## src/rtl/bure_if_prefetch.sv

```systemverilog
// Instruction prefetch unit: sequential fetch, in-order response buffering
// and redirect flush feeding the decode stage over valid/ready.
module bure_if_prefetch #(
  parameter int ADDR_WIDTH  = 32,
  parameter int INSTR_WIDTH = 32,
  parameter int DEPTH       = 4,
  parameter logic [ADDR_WIDTH-1:0] RESET_PC = '0
) (
  input  logic                   i_clk,
  input  logic                   i_rstn,
  output logic                   o_imem_req,
  output logic [ADDR_WIDTH-1:0]  o_imem_addr,
  input  logic                   i_imem_gnt,
  input  logic                   i_imem_rvalid,
  input  logic [INSTR_WIDTH-1:0] i_imem_rdata,
  input  logic                   i_redirect,
  input  logic [ADDR_WIDTH-1:0]  i_redirect_pc,
  output logic                   o_instr_valid,
  output logic [INSTR_WIDTH-1:0] o_instr,
  output logic [ADDR_WIDTH-1:0]  o_instr_pc,
  input  logic                   i_instr_ready
);

  localparam int PW = $clog2(DEPTH);
  localparam int CW = PW + 1;
  localparam logic [CW:0] DEPTH_W = (CW+1)'(DEPTH);
  localparam logic [CW-1:0] ONE = CW'(1);
  localparam logic [PW-1:0] PONE = PW'(1);

  logic                  run;
  logic [ADDR_WIDTH-1:0] pc;
  logic [CW-1:0]         inflight;
  logic [CW-1:0]         discard;
  logic [CW-1:0]         count;
  logic [PW-1:0]         wr_ptr;
  logic [PW-1:0]         rd_ptr;
  logic [PW-1:0]         tg_wr;
  logic [PW-1:0]         tg_rd;

  logic [INSTR_WIDTH-1:0] dmem [DEPTH];
  logic [ADDR_WIDTH-1:0]  pmem [DEPTH];
  logic [ADDR_WIDTH-1:0]  tmem [DEPTH];

  logic [CW:0]   used;
  logic          grant;
  logic          rv;
  logic          drop;
  logic          push;
  logic          pop;
  logic [CW-1:0] inflight_nxt;
  logic          unused_bits;

  assign unused_bits = ^i_redirect_pc[1:0];

  assign used  = {1'b0, inflight} + {1'b0, count};
  assign o_imem_req  = run & ~i_redirect & (used < DEPTH_W);
  assign o_imem_addr = pc;

  // rvalid with nothing outstanding is ignored entirely
  assign grant = o_imem_req & i_imem_gnt;
  assign rv    = i_imem_rvalid & (inflight != '0);
  assign drop  = rv & (discard != '0);
  assign push  = rv & ~drop & ~i_redirect;
  assign pop   = o_instr_valid & i_instr_ready & ~i_redirect;

  assign inflight_nxt = inflight + CW'(grant) - CW'(rv);

  assign o_instr_valid = (count != '0);
  assign o_instr    = o_instr_valid ? dmem[rd_ptr] : '0;
  assign o_instr_pc = o_instr_valid ? pmem[rd_ptr] : '0;

  always_ff @(posedge i_clk or negedge i_rstn) begin
    if (!i_rstn) begin
      run      <= 1'b0;
      pc       <= RESET_PC;
      inflight <= '0;
      discard  <= '0;
      count    <= '0;
      wr_ptr   <= '0;
      rd_ptr   <= '0;
      tg_wr    <= '0;
      tg_rd    <= '0;
    end else begin
      run      <= 1'b1;
      inflight <= inflight_nxt;
      if (i_redirect) begin
        pc      <= {i_redirect_pc[ADDR_WIDTH-1:2], 2'b00};
        discard <= inflight - CW'(rv);
        count   <= '0;
        wr_ptr  <= '0;
        rd_ptr  <= '0;
        tg_wr   <= '0;
        tg_rd   <= '0;
      end else begin
        if (grant) begin
          pc    <= pc + ADDR_WIDTH'(4);
          tg_wr <= tg_wr + PONE;
        end
        if (drop)
          discard <= discard - ONE;
        if (push) begin
          tg_rd  <= tg_rd + PONE;
          wr_ptr <= wr_ptr + PONE;
        end
        if (pop)
          rd_ptr <= rd_ptr + PONE;
        count <= count + CW'(push) - CW'(pop);
      end
    end
  end

  // Storage only; validity is tracked by the counters above
  always_ff @(posedge i_clk) begin
    if (grant)
      tmem[tg_wr] <= pc;
    if (push) begin
      dmem[wr_ptr] <= i_imem_rdata;
      pmem[wr_ptr] <= tmem[tg_rd];
    end
  end

endmodule

```

## config.mk

```make
export PLATFORM = sky130hd
export DESIGN_NAME = bure_if_prefetch
export DESIGN_NICKNAME = d
export VERILOG_FILES = /design/src/rtl/bure_if_prefetch.sv
export SDC_FILE = /design/constraint.sdc
export NUM_CORES = 1
export LEC_CHECK = 0
export ABC_AREA = 1
export CORE_ASPECT_RATIO = 0.9
export CORE_MARGIN = 3
export CORE_UTILIZATION = 41
export CTS_CLUSTER_DIAMETER = 80
export DETAILED_ROUTE_END_ITERATION = 6
export GPL_TIMING_DRIVEN = 1
export PLACE_DENSITY_LB_ADDON = 0.2
export SYNTH_ARGS = -nofsm -noshare
export SYNTH_HDL_FRONTEND = slang
export SYNTH_SLANG_ARGS = --single-unit
```

## constraint.sdc

```tcl
create_clock -name i_clk -period 7.42 [get_ports i_clk]
set_input_delay 0.742 -clock i_clk [delete_from_list [all_inputs] [get_ports i_clk]]
set_output_delay 0.742 -clock i_clk [all_outputs]
set_load 0.05 [all_outputs]
```

### Word-level counts from Yosys, hierarchy flattened

Memories as Yosys holds them, arrays and structs flattened.
Index checks and enable logic that the tools add are counted.

* input bits: 70
* bits in writable memories: 384
* latch bits: 0
* output and inout port bits: 98
* memories: 3
* bits in read-only memories: 0
* bits in registers: 50

* shifts and indexed selects: 0
* reduce and logical (&&, ||, !) cells: 7
* bitwise logic cells: 11
* magnitude comparators: 1
* $add $sub $neg: 12
* equal/unequal tests: 0
* div/mod/pow operators: 0
* muxes and demuxes: 19
* multiply operators: 0

Memory list
* dmem: depth 4, width 32, read ports 1, clocked after Yosys merged registers in 0, write ports 1, line 40 `logic [INSTR_WIDTH-1:0] dmem [DEPTH];`
* pmem: depth 4, width 32, read ports 1, clocked after Yosys merged registers in 0, write ports 1, line 41 `logic [ADDR_WIDTH-1:0] pmem [DEPTH];`
* tmem: depth 4, width 32, read ports 1, clocked after Yosys merged registers in 0, write ports 1, line 42 `logic [ADDR_WIDTH-1:0] tmem [DEPTH];`

Operators with widths (count)
* 32-bit 2-to-1 mux: 4
* 32-bit by 3-bit adder with 32-bit output (second input constant): 1
* 2-bit 2-to-1 mux: 8
* 1-bit AND: 9
* 3-bit 2-to-1 mux: 3
* 3-bit nonzero test: 3
* 3-bit by 1-bit subtractor with 3-bit output: 3
* 2-bit by 1-bit adder with 2-bit output (second input constant): 4
* 2-bit nonzero test: 4
* 3-bit by 1-bit adder with 3-bit output: 2
* 3-bit by 3-bit adder with 4-bit output: 1
* 4-bit by 3-bit less-than comparator with 1-bit output (second input constant): 1
* 1-bit 2-to-1 mux: 4
* 3-bit by 1-bit subtractor with 3-bit output (second input constant): 1
* 1-bit inverter: 2

### Longest topological paths before layout

* depth after elaboration: 9
* mapped depth: 14
* mapped depth without buffers: 14

### Worst setup path after synthesis

No wires, ideal clock.

* path kind: input-to-reg
* from: in i_imem_rvalid
* to: mem dmem[0][0] (enable)
* stages: 5
* data arrival time: 3857 ps
* setup slack: 3080 ps
* cells stage by stage: a21boi_2 nand2_2 inv_1 nand2_1 nor2_1

* word-level cells in the longest chain between the ends: 7

Ends and longest elaborated chain
* start, declared: line 14 `input logic i_imem_rvalid,`
* 1-bit AND *: line 61 `assign rv = i_imem_rvalid & (inflight != '0);`
* 1-bit AND: line 62 `assign drop = rv & (discard != '0);`
* 1-bit inverter: line 63 `assign push = rv & ~drop & ~i_redirect;`
* 1-bit AND * (2 in a row): line 63
* 1-bit 2-to-1 mux *: line 116 `if (push) begin`
* 1-bit 2-to-1 mux (not written as such) *: line 117 `dmem[wr_ptr] <= i_imem_rdata;`
* end, declared: line 40

Every way passes the cells marked *; elsewhere a longest branch is shown, timed or not.

### Final worst setup path

* from: reg rd_ptr[0]
* to: out o_instr_pc[17]

* word-level cells in the longest chain between the ends: 2

Ends and longest elaborated chain
* start, declared: line 36 `logic [PW-1:0] rd_ptr;`
* start signal, assigned: line 106 `rd_ptr <= rd_ptr + PONE;`
* memory read 4 x 32 bit
* 32-bit 2-to-1 mux: line 70 `assign o_instr_pc = o_instr_valid ? pmem[rd_ptr] : '0;`
* end, declared: line 20 `output logic [ADDR_WIDTH-1:0] o_instr_pc,`

No other way between the ends.

==> metrics <==
Synth Area in Compound Gates 9.13%; final count of pins violating max slew 0; HPWL Detailed roughly 23 mm; type of the worst setup path flop to output port; Iter 0 DRT Violations 698; overall track demand over capacity in global routing approximately 17%; maximum fanout along the worst path 90; most common library cell in the layout ignoring fill and taps sky130_fd_sc_hd__edfxtp_1; via count normalized by instance count roughly 5.1; area added between synthesis and finish 20.5%; maximum number of pins on one net before global-route repair about 130; worst-case clock skew between 0.015 and 0.02 ns; Rel. slew slack around 23%; number of placed cells counting well taps 2175; die area 45000 um2; first-pass GRT wire length between 60 and 70 mm; final standard cell area without fillers 21000 um2; critical path startpoint category flop; setup repair after global routing missed its margin false; core region area 41300 um2; worst min path class input port to async pin; hold slack final 0.310 ns; placed inst area roughly 20000 um2; IR drop worst, VDD 0.000257 V; standard-cell row count 70; post-synth design cell area between 15000 and 20000 um2; TritonCTS buffer count 43; number of nets in the final layout 1771; Min Clock Period, post-route ~4.5 ns; Die Y-Extent approximately 200 um; number of cells on the worst reg-to-reg path 7; kind of end point of the critical path output port; most frequent cells in the layout sky130_fd_sc_hd__edfxtp_1 (368), sky130_fd_sc_hd__nor2_1 (350), sky130_fd_sc_hd__o21ai_0 (195); data required time of the worst path 6.68 ns; number of global-route vias before repair 11100; average wire per standard cell approximately 18 um; flop and latch count out of synthesis between 400 and 500; total wire length ~40 mm; WL met3 2.06 mm; share of the yosys chip area belonging to registers ~70%; Die X-Extent 223 um; Detail Route Antenna Nets 0; total overflow reported by the global router 0; via count approximately 11000; post-cts gate resize count 0; portion of netlist area occupied by mux cells 0%; number of buffers inserted by port buffering between 150 and 200; combinational family with the most area after synthesis simple AND/OR/NAND/NOR gates; sum of internal, switching and leakage power about 0.0076 W; Reg clk slew, reported paths about 0.060 ns; CP arrival approximately 3.7 ns; number of filler instances in the final layout between 3000 and 4000; count of mapped cells out of synthesis 1533; ANT cells 0; number of warning messages in the yosys log 0; initial antenna violation count 0; Synth Area in XOR/XNOR 0.503%; final cell count without fillers between 2000 and 2500; Max-cap violations 0; Post-Synth Adder-Cell Area approximately 1.6%; routed metal-1 wirelength 18.5 mm; outcome finished, final reports clean; CTS H-tree lvls 2; Clk Latency, worst-skew pair around 0.55 ns; achievable frequency approximately 220 MHz; synth unique cells 35; Bufs on Longest Clock Path 3; met2 WL post-DR ~19 mm; count of hold buffers inserted by post-cts repair 0; leakage power about 7.5 nW; # DRC 0; setup TNS after final layout 0 ns; Fin. Hold Viols 0; number of sinks on the clock net 416; Final setup viols 0; slew at the pin closest to its max-slew limit around 1.2 ns; uppermost layer routed met4; Final Cycle Share about three fifths; power density over the cells 360 nW/um2; simple-gate area share of the yosys netlist between 10% and 20%; clock tree root driver cell sky130_fd_sc_hd__clkbuf_16; post-CTS setup repair buffer count 0; final weighted congestion in routability-driven placement 0.835; I/O pin total about 170; initial cell density of the core between 40% and 50%; CTS tree built; share of final-layout standard cells stronger than drive strength 1 under 10%; syn avg cell area approximately 11 um2; detailed-router iteration count before antenna repair 7
==> metrics by stage <==
stage               util (%)  setup WS (ns)
floorplan                  -           3.08
finish                  50.9           2.97
CTS                     50.9           2.92
global placement        47.3           3.21
detailed placement      47.3           3.18
global route            50.9           2.77
==> logic make-up after synthesis <==
family,count (synthesis)
fa+ha+maj,21
xor+xnor,10
flops,416
compound gates,305
other cells,2
buf+inv,157
simple gates,622
==> cell type report <==
class / instances / area, um2 / area share (%)
flip-flops and latches: 416 / 12300 / 58.4
multi-input cells: 963 / 4530 / 21.6
repair buffers: 180 / 1750 / 8.34
clock buffers: 53 / 1160 / 5.55
well taps: 540 / 676 / 3.22
clock inverters: 25 / 317 / 1.51
inverters: 76 / 289 / 1.38
==> routing by layer <==
layer | track usage [%] | up-vias
met3 | 2.82 | 55
met5 | 0 | -
met1 | 24.4 | 5480
met4 | 4.47 | 0
met2 | 28.6 | 296
li1 | - | 5593
==> cells in the mapped netlist <==
cell type                  count  area (um2)
sky130_fd_sc_hd__nor3_1        3        15.0
sky130_fd_sc_hd__o21ai_1       2        10.0
sky130_fd_sc_hd__nand4_1       1        6.26
sky130_fd_sc_hd__buf_2        15        75.1
sky130_fd_sc_hd__fa_1          2        40.0
sky130_fd_sc_hd__xnor2_1       7        61.3
sky130_fd_sc_hd__inv_4         1        6.26
sky130_fd_sc_hd__and3_1        1        6.26
sky130_fd_sc_hd__clkbuf_1     45         169
sky130_fd_sc_hd__nor2_4        5        56.3
sky130_fd_sc_hd__xor2_1        3        26.3
sky130_fd_sc_hd__clkinv_2      1        5.00
sky130_fd_sc_hd__edfxtp_1    368       11100
sky130_fd_sc_hd__clkinv_1      1        3.75
sky130_fd_sc_hd__ha_1         19         238
sky130_fd_sc_hd__buf_1         4        15.0
sky130_fd_sc_hd__nor2_1      358        1340
sky130_fd_sc_hd__inv_1        71         267
sky130_fd_sc_hd__nand2_4       2        22.5
sky130_fd_sc_hd__nand3_1      67         335
sky130_fd_sc_hd__a21boi_2      1        11.3
sky130_fd_sc_hd__and2_1        1        6.26
sky130_fd_sc_hd__buf_4        14         105
sky130_fd_sc_hd__o21ai_0     195         976
sky130_fd_sc_hd__inv_2         2        7.51
sky130_fd_sc_hd__a21oi_1      69         345
sky130_fd_sc_hd__nand2_2       4        25.0
sky130_fd_sc_hd__o22ai_1      30         188
sky130_fd_sc_hd__buf_6         2        22.5
sky130_fd_sc_hd__conb_1        2        7.51
sky130_fd_sc_hd__dfrtp_1      48        1200
sky130_fd_sc_hd__nor2_2        8        50.1
sky130_fd_sc_hd__nand2_1     172         646
sky130_fd_sc_hd__o21bai_1      8        60.1
sky130_fd_sc_hd__clkbuf_8      1        13.8
==> power by group <==
group	switching, W	internal (W)	leakage, nW
registers	0.000169	0.00277	3.91
clock network	0.000875	0.00136	0.731
logic	0.00170	0.000681	2.84
total	0.00274	0.00481	7.48
==> final timing paths <==
path                             startpoint              to  slack [ns]
worst max-delay path              rd_ptr[0]  o_instr_pc[17]        2.97
worst min-delay path                 i_rstn  o_imem_addr[9]        0.31
worst max register to register  inflight[2]     pmem[1][12]        4.23
worst min register to register    wr_ptr[0]       wr_ptr[0]        0.55
max in group asynchronous            i_rstn       rd_ptr[0]        6.59
min in group i_clk                wr_ptr[0]       wr_ptr[0]        0.55
==> registers in the layout (all words and copies together), names as in the netlist <==
register / cells
dmem: 128
tmem: 120
o_imem_addr: 30
count: 3
inflight: 3
rd_ptr: 2
wr_ptr: 2
pmem: 120
run: 1
tg_rd: 2
tg_wr: 2
discard: 3
==> critical path: stages (launching register included) <==
cell                              delay, ns
sky130_fd_sc_hd__dfrtp_4               0.70
sky130_fd_sc_hd__buf_4                 0.84
sky130_fd_sc_hd__nor2_1                0.11
sky130_fd_sc_hd__nor2_1                0.11
sky130_fd_sc_hd__o21ai_0               0.09
sky130_fd_sc_hd__a21oi_1               0.35
sky130_fd_sc_hd__clkdlybuf4s50_1       0.88
(Power assumes the default switching activity.)
